--- src/rtl/otter_io_pkg.sv ---
// Shared register map and CTRL field layout for the OTTER IOBUS timer.
package otter_io_pkg;

  localparam logic [3:0] CTRL_OFS  = 4'h0;
  localparam logic [3:0] LOAD_OFS  = 4'h4;
  localparam logic [3:0] COUNT_OFS = 4'h8;
  localparam logic [3:0] STAT_OFS  = 4'hC;

  localparam int CTRL_EN_BIT  = 0;
  localparam int CTRL_AR_BIT  = 1;
  localparam int CTRL_IRQ_BIT = 2;

  typedef struct packed {
    logic irq_en;
    logic auto_reload;
    logic en;
  } ctrl_t;

endpackage

--- src/rtl/otter_io_prescaler.sv ---
// Divides CLK down to a one-cycle tick every PRESCALE cycles while enabled.
module otter_io_prescaler #(
  parameter int PRESCALE = 4
) (
  input  logic clk,
  input  logic rst_n,
  input  logic en,
  input  logic clr,
  output logic tick
);

  localparam int PW = (PRESCALE > 1) ? $clog2(PRESCALE) : 1;
  localparam logic [PW-1:0] LAST = PW'(PRESCALE - 1);

  logic [PW-1:0] cnt;

  assign tick = en & (cnt == LAST);

  // Held at zero when disabled so a fresh enable always starts a full period.
  always_ff @(posedge clk or negedge rst_n) begin
    if (!rst_n)                 cnt <= '0;
    else if (clr | ~en | tick)  cnt <= '0;
    else                        cnt <= cnt + PW'(1);
  end

endmodule

--- src/rtl/otter_io_timer.sv ---
// IOBUS-mapped down-counting timer with CTRL/LOAD/COUNT/STAT registers and level INTR.
module otter_io_timer
  import otter_io_pkg::*;
#(
  parameter logic [31:0] BASE_ADDR = 32'h1100_0100,
  parameter int          PRESCALE  = 4,
  parameter int          CNT_W     = 32
) (
  input  logic        CLK,
  input  logic        RESET_N,
  input  logic [31:0] IOBUS_ADDR,
  input  logic [31:0] IOBUS_OUT,
  input  logic        IOBUS_WR,
  output logic [31:0] IOBUS_RD,
  output logic        IOBUS_HIT,
  output logic        INTR
);

  ctrl_t            ctrl;
  logic [CNT_W-1:0] load;
  logic [CNT_W-1:0] count;
  logic             pend;

  logic [3:0]       ofs;
  logic             ctrl_wr, load_wr, stat_wr;
  logic             tick, tick_eff, expire, pre_clr;
  logic [CNT_W-1:0] wdata;
  logic             unused_bits;

  assign IOBUS_HIT = (IOBUS_ADDR[31:4] == BASE_ADDR[31:4]);
  assign ofs       = {IOBUS_ADDR[3:2], 2'b00};
  assign wdata     = IOBUS_OUT[CNT_W-1:0];
  assign unused_bits = ^{IOBUS_ADDR[1:0], IOBUS_OUT};

  assign ctrl_wr = IOBUS_WR & IOBUS_HIT & (ofs == CTRL_OFS);
  assign load_wr = IOBUS_WR & IOBUS_HIT & (ofs == LOAD_OFS);
  assign stat_wr = IOBUS_WR & IOBUS_HIT & (ofs == STAT_OFS);

  // A LOAD write, or a CTRL write that switches EN on, restarts the prescale period.
  assign pre_clr = load_wr | (ctrl_wr & IOBUS_OUT[CTRL_EN_BIT] & ~ctrl.en);

  otter_io_prescaler #(.PRESCALE(PRESCALE)) u_prescaler (
    .clk   (CLK),
    .rst_n (RESET_N),
    .en    (ctrl.en),
    .clr   (pre_clr),
    .tick  (tick)
  );

  // Same-edge bus writes of LOAD, or of CTRL clearing EN, override the tick.
  assign tick_eff = tick & ~load_wr & ~(ctrl_wr & ~IOBUS_OUT[CTRL_EN_BIT]);
  assign expire   = tick_eff & (count == '0);

  always_ff @(posedge CLK or negedge RESET_N) begin
    if (!RESET_N) begin
      ctrl  <= '0;
      load  <= '0;
      count <= '0;
      pend  <= 1'b0;
    end else begin
      if (ctrl_wr)
        ctrl <= ctrl_t'(IOBUS_OUT[CTRL_IRQ_BIT:CTRL_EN_BIT]);
      else if (expire && !ctrl.auto_reload)
        ctrl.en <= 1'b0;

      if (load_wr) begin
        load  <= wdata;
        count <= wdata;
      end else if (tick_eff) begin
        if (count != '0)           count <= count - CNT_W'(1);
        else if (ctrl.auto_reload) count <= load;
      end

      // Expiry wins over a same-edge write-1-to-clear.
      if (expire)                       pend <= 1'b1;
      else if (stat_wr && IOBUS_OUT[0]) pend <= 1'b0;
    end
  end

  assign INTR = pend & ctrl.irq_en;

  always_comb begin
    IOBUS_RD = '0;
    if (IOBUS_HIT) begin
      case (ofs)
        CTRL_OFS:  IOBUS_RD = {29'b0, ctrl};
        LOAD_OFS:  IOBUS_RD = 32'(load);
        COUNT_OFS: IOBUS_RD = 32'(count);
        STAT_OFS:  IOBUS_RD = {31'b0, pend};
        default:   IOBUS_RD = '0;
      endcase
    end
  end

endmodule

--- config.mk ---
export PLATFORM = sky130hd
export DESIGN_NAME = otter_io_timer
export DESIGN_NICKNAME = d
export VERILOG_FILES = /design/src/rtl/otter_io_pkg.sv /design/src/rtl/otter_io_prescaler.sv /design/src/rtl/otter_io_timer.sv
export SDC_FILE = /design/constraint.sdc
export NUM_CORES = 1
export LEC_CHECK = 0
export CAP_MARGIN = 40
export CELL_PAD_IN_SITES_DETAIL_PLACEMENT = 1
export CELL_PAD_IN_SITES_GLOBAL_PLACEMENT = 2
export CORE_MARGIN = 2
export CORE_UTILIZATION = 29
export CTS_CLUSTER_DIAMETER = 60
export DETAILED_ROUTE_END_ITERATION = 6
export GPL_ROUTABILITY_DRIVEN = 0
export GPL_TIMING_DRIVEN = 0
export HOLD_SLACK_MARGIN = 0.08
export PLACE_DENSITY_LB_ADDON = 0.2
export SETUP_SLACK_MARGIN = 0.02
export SLEW_MARGIN = 10
export SYNTH_ARGS = -nofsm -noshare
export SYNTH_HDL_FRONTEND = slang
export SYNTH_HIERARCHICAL = 1
export SYNTH_SLANG_ARGS = --single-unit
--- constraint.sdc ---
create_clock -name CLK -period 3.87 [get_ports CLK]
set_clock_uncertainty 0.2 [all_clocks]
set_input_delay 0.387 -clock CLK [delete_from_list [all_inputs] [get_ports CLK]]
set_output_delay 0.387 -clock CLK [all_outputs]
set_load 0.02 [all_outputs]
==> impl_metrics.env <==
export IMPL_setup_violations=0
export IMPL_port_buffers=96
export IMPL_p_per_area_nw_per_um2=277
export IMPL_crit_type="primary input to output port"
export IMPL_yosys_warnings=6
export IMPL_htreeDepth=3
export IMPL_max_slew_margin=0.463
export IMPL_worstPathRequired_ps=3280
export IMPL_wl_per_cell_um=21.4
export IMPL_first_pass_iters=4
export IMPL_synth_edff_count=0
export IMPL_synth_seq_area_share=0.392
export IMPL_fillers=1822
export IMPL_syn_mean_instance_area_um2=8.07
export IMPL_ir_drop_v=0.000161
export IMPL_worst_pin_slew_ps=800
export IMPL_synth_cells=554
export IMPL_nets=737
export IMPL_via_count=4757
export IMPL_vias_per_cell=5.53
export IMPL_yosys_register_bits=70
export IMPL_fp_row_count=45
export IMPL_cap_viol_max_count=0
export IMPL_finalCriticalPeriod_ps=3650
export IMPL_fp_dieH_um=128
export IMPL_synth_fp_nets=624
export IMPL_regArea_um2=1750
export IMPL_reg2reg_from="count[14]"
export IMPL_place_area_um2=5720
export IMPL_r2r_end="count[6]"
export IMPL_crit_arrival_ps=3070
export IMPL_antenna_found_initial=0
export IMPL_finalHoldViolations=0
export IMPL_final_area_um2=6040
export IMPL_cts_sinks=70
export IMPL_synth_common_cells="nand2_1, dfrtp_1, nor2_1, clkbuf_1, a22oi_1"
export IMPL_ys_top_cells_by_area="dfrtp_1, nand2_1, nor2_1"
export IMPL_coreArea_um2=15100
export IMPL_num_io_pins=101
export IMPL_grt_pass1_wl_mm=28.8
export IMPL_numCtsBuffers=9
export IMPL_synth_area_um2=4470
export IMPL_path_cells="clkdlybuf4s50_1 > or4_1 > clkbuf_1 > or3_1 > clkbuf_2 > nor2_1 > clkdlybuf4s50_1"
export IMPL_slowest_delay_ps=630
export IMPL_pre_cts_ws_ps=-126
export IMPL_finalCritPeriodShare=0.944
export IMPL_synth_most_common_cell="nand2_1"
export IMPL_cts_root_buf="clkbuf_16"
export IMPL_cp_common_cell="clkdlybuf4s50_1"
export IMPL_tritoncts="done"
export IMPL_rrSetupSlack_ps=350
export IMPL_grt_pass1_vias=5051
export IMPL_p_leak_nw=2.61
export IMPL_end_kind="output port"
export IMPL_cts_path_max_buffers=2
export IMPL_area_delta_synth_final_pct=35.1
export IMPL_cp_start_kind="primary input"
export IMPL_drive_gt1_frac=0.0789
export IMPL_yosysTopAreaCell="dfrtp_1"
export IMPL_whs_ps=256
export IMPL_async_flop_share=1.00
export IMPL_die_area_um2=16400
export IMPL_track_usage=0.232
export IMPL_cp_endpoint="IOBUS_RD[27]"
export IMPL_status="completed"
export IMPL_fmax_ghz=0.274
export IMPL_path_clk_slew_ps=60
export IMPL_initial_core_util=0.295
export IMPL_setup_worst_path_start="IOBUS_ADDR[21]"
export IMPL_grt_max_degree=58
export IMPL_grt_overflow=0
export IMPL_worst_r2r_path_depth=8
export IMPL_rsz0062_at_grt="false"
export IMPL_multi_input_area_um2=2460
export IMPL_postLayoutCoreUtil=0.399
export IMPL_hold_class="primary input to asynchronous set/reset pin"
export IMPL_setup_slack_ps=215
export IMPL_dp_hpwl_mm=13.2
export IMPL_insertion_delay_ps=350
export IMPL_drv_slew=0
export IMPL_die_width_um=128
export IMPL_synthFlopType="dfrtp_1"
export IMPL_ant_nets=0
export IMPL_synthDistinctLibCells=62
export IMPL_routed_wl_mm=18.4
export IMPL_drc_errors=0
export IMPL_cp_slowest_cell="clkdlybuf4s50_1"
export IMPL_synth_top_area_share=0.392
export IMPL_drtIter0Drc=243
export IMPL_antennaDiodeCount=0
export IMPL_worst_path_max_fanout=10
==> critical path, delay by kind of cell <==
family / cells / cell delay [ps]
simple gates: 3 / 1210
buf+inv: 4 / 1460
==> state kept, by name (all words and copies together), names as in the netlist <==
register and count:
count 32, load 32, ctrl 3, u_prescaler/cnt 2, pend 1
==> through the flow <==
stage,std cells,power (mW),setup TNS [ps]
global route,860,1.73,0
detailed placement,841,0.862,-1050
CTS,858,1.69,0
finish,860,1.67,0
global placement,838,0.858,-42900
floorplan,554,0.764,0
==> power by group <==
group          total (mW)  internal, mW  switching (mW)  leakage (nW)
Combinational       0.116        0.0651          0.0510          1.51
Clock               0.824         0.495           0.329         0.143
Sequential          0.732         0.732    0.0000000213         0.958
Total                1.67          1.29           0.380          2.61
==> what timing repair did <==
action                     in CTS  in global routing
buffers inserted                0                  3
hold buffers                    1                  0
pin swaps                       0                  1
hold endpoints to repair       70                  0
gates resized for setup         2                  9
setup endpoints to repair      11                 57
==> cell usage in the layout (no fill, tap or decap), types with 9 or more instances in the layout <==
cell | synthesis | layout
a211oi_1 | 9 | 9
a21oi_1 | 12 | 12
a22oi_1 | 32 | 32
a31oi_1 | 11 | 11
clkbuf_1 | 34 | 31
clkbuf_16 | 0 | 9
clkdlybuf4s50_1 | 0 | 93
dfrtp_1 | 70 | 70
inv_1 | 13 | 13
nand2_1 | 111 | 111
nand3_1 | 9 | 9
nor2_1 | 66 | 66
nor3_1 | 16 | 16
nor4_1 | 10 | 9
o21ai_0 | 25 | 25
or4_1 | 10 | 10
==> metal layers <==
layer	global-route usage	wire, µm	share of wire	up-vias
met5	0	0	0	-
met4	0.0692	222	0.012	0
met3	0.0330	789	0.043	12
met2	0.386	8840	0.48	101
met1	0.313	8510	0.46	2411
li1	-	-	-	2233
==> how the worst min path moves through the flow <==
stage | endpoint | cells after the start | start | slack, ps
2_1_floorplan | count[0] | 0 | RESET_N | -110
3_3_place_gp | u_prescaler/cnt[0] | 1 | u_prescaler/cnt[0] | 250
3_5_place_dp | u_prescaler/cnt[0] | 1 | RESET_N | 70
4_1_cts | u_prescaler/cnt[1] | 2 | RESET_N | 260
5_1_grt | u_prescaler/cnt[1] | 2 | RESET_N | 270
6_report | u_prescaler/cnt[1] | 2 | RESET_N | 260
==> cell type report <==
class	instances	share of cell area
clock inverters	5	0.00828
well taps	188	0.0389
repair buffers	103	0.172
multi-input cells	427	0.407
clock buffers	11	0.0385
flip-flops and latches	70	0.290
inverters	13	0.00808
plain buffers	43	0.0367
==> logic make-up (layout without fill, tap and decap cells) <==
logic type / count (synthesis) / in the layout / synth area share
adders and majority gates: 3 / 3 / 0.00839
AOI/OAI and AO/OA: 142 / 142 / 0.222
xor gates and xnor gates: 8 / 8 / 0.0157
DFF: 70 / 70 / 0.392
muxes: 6 / 6 / 0.0165
buffers and inverters: 57 / 175 / 0.0596
and+or+nand+nor: 268 / 268 / 0.286
Note: power is estimated with default switching activity, not from simulation.
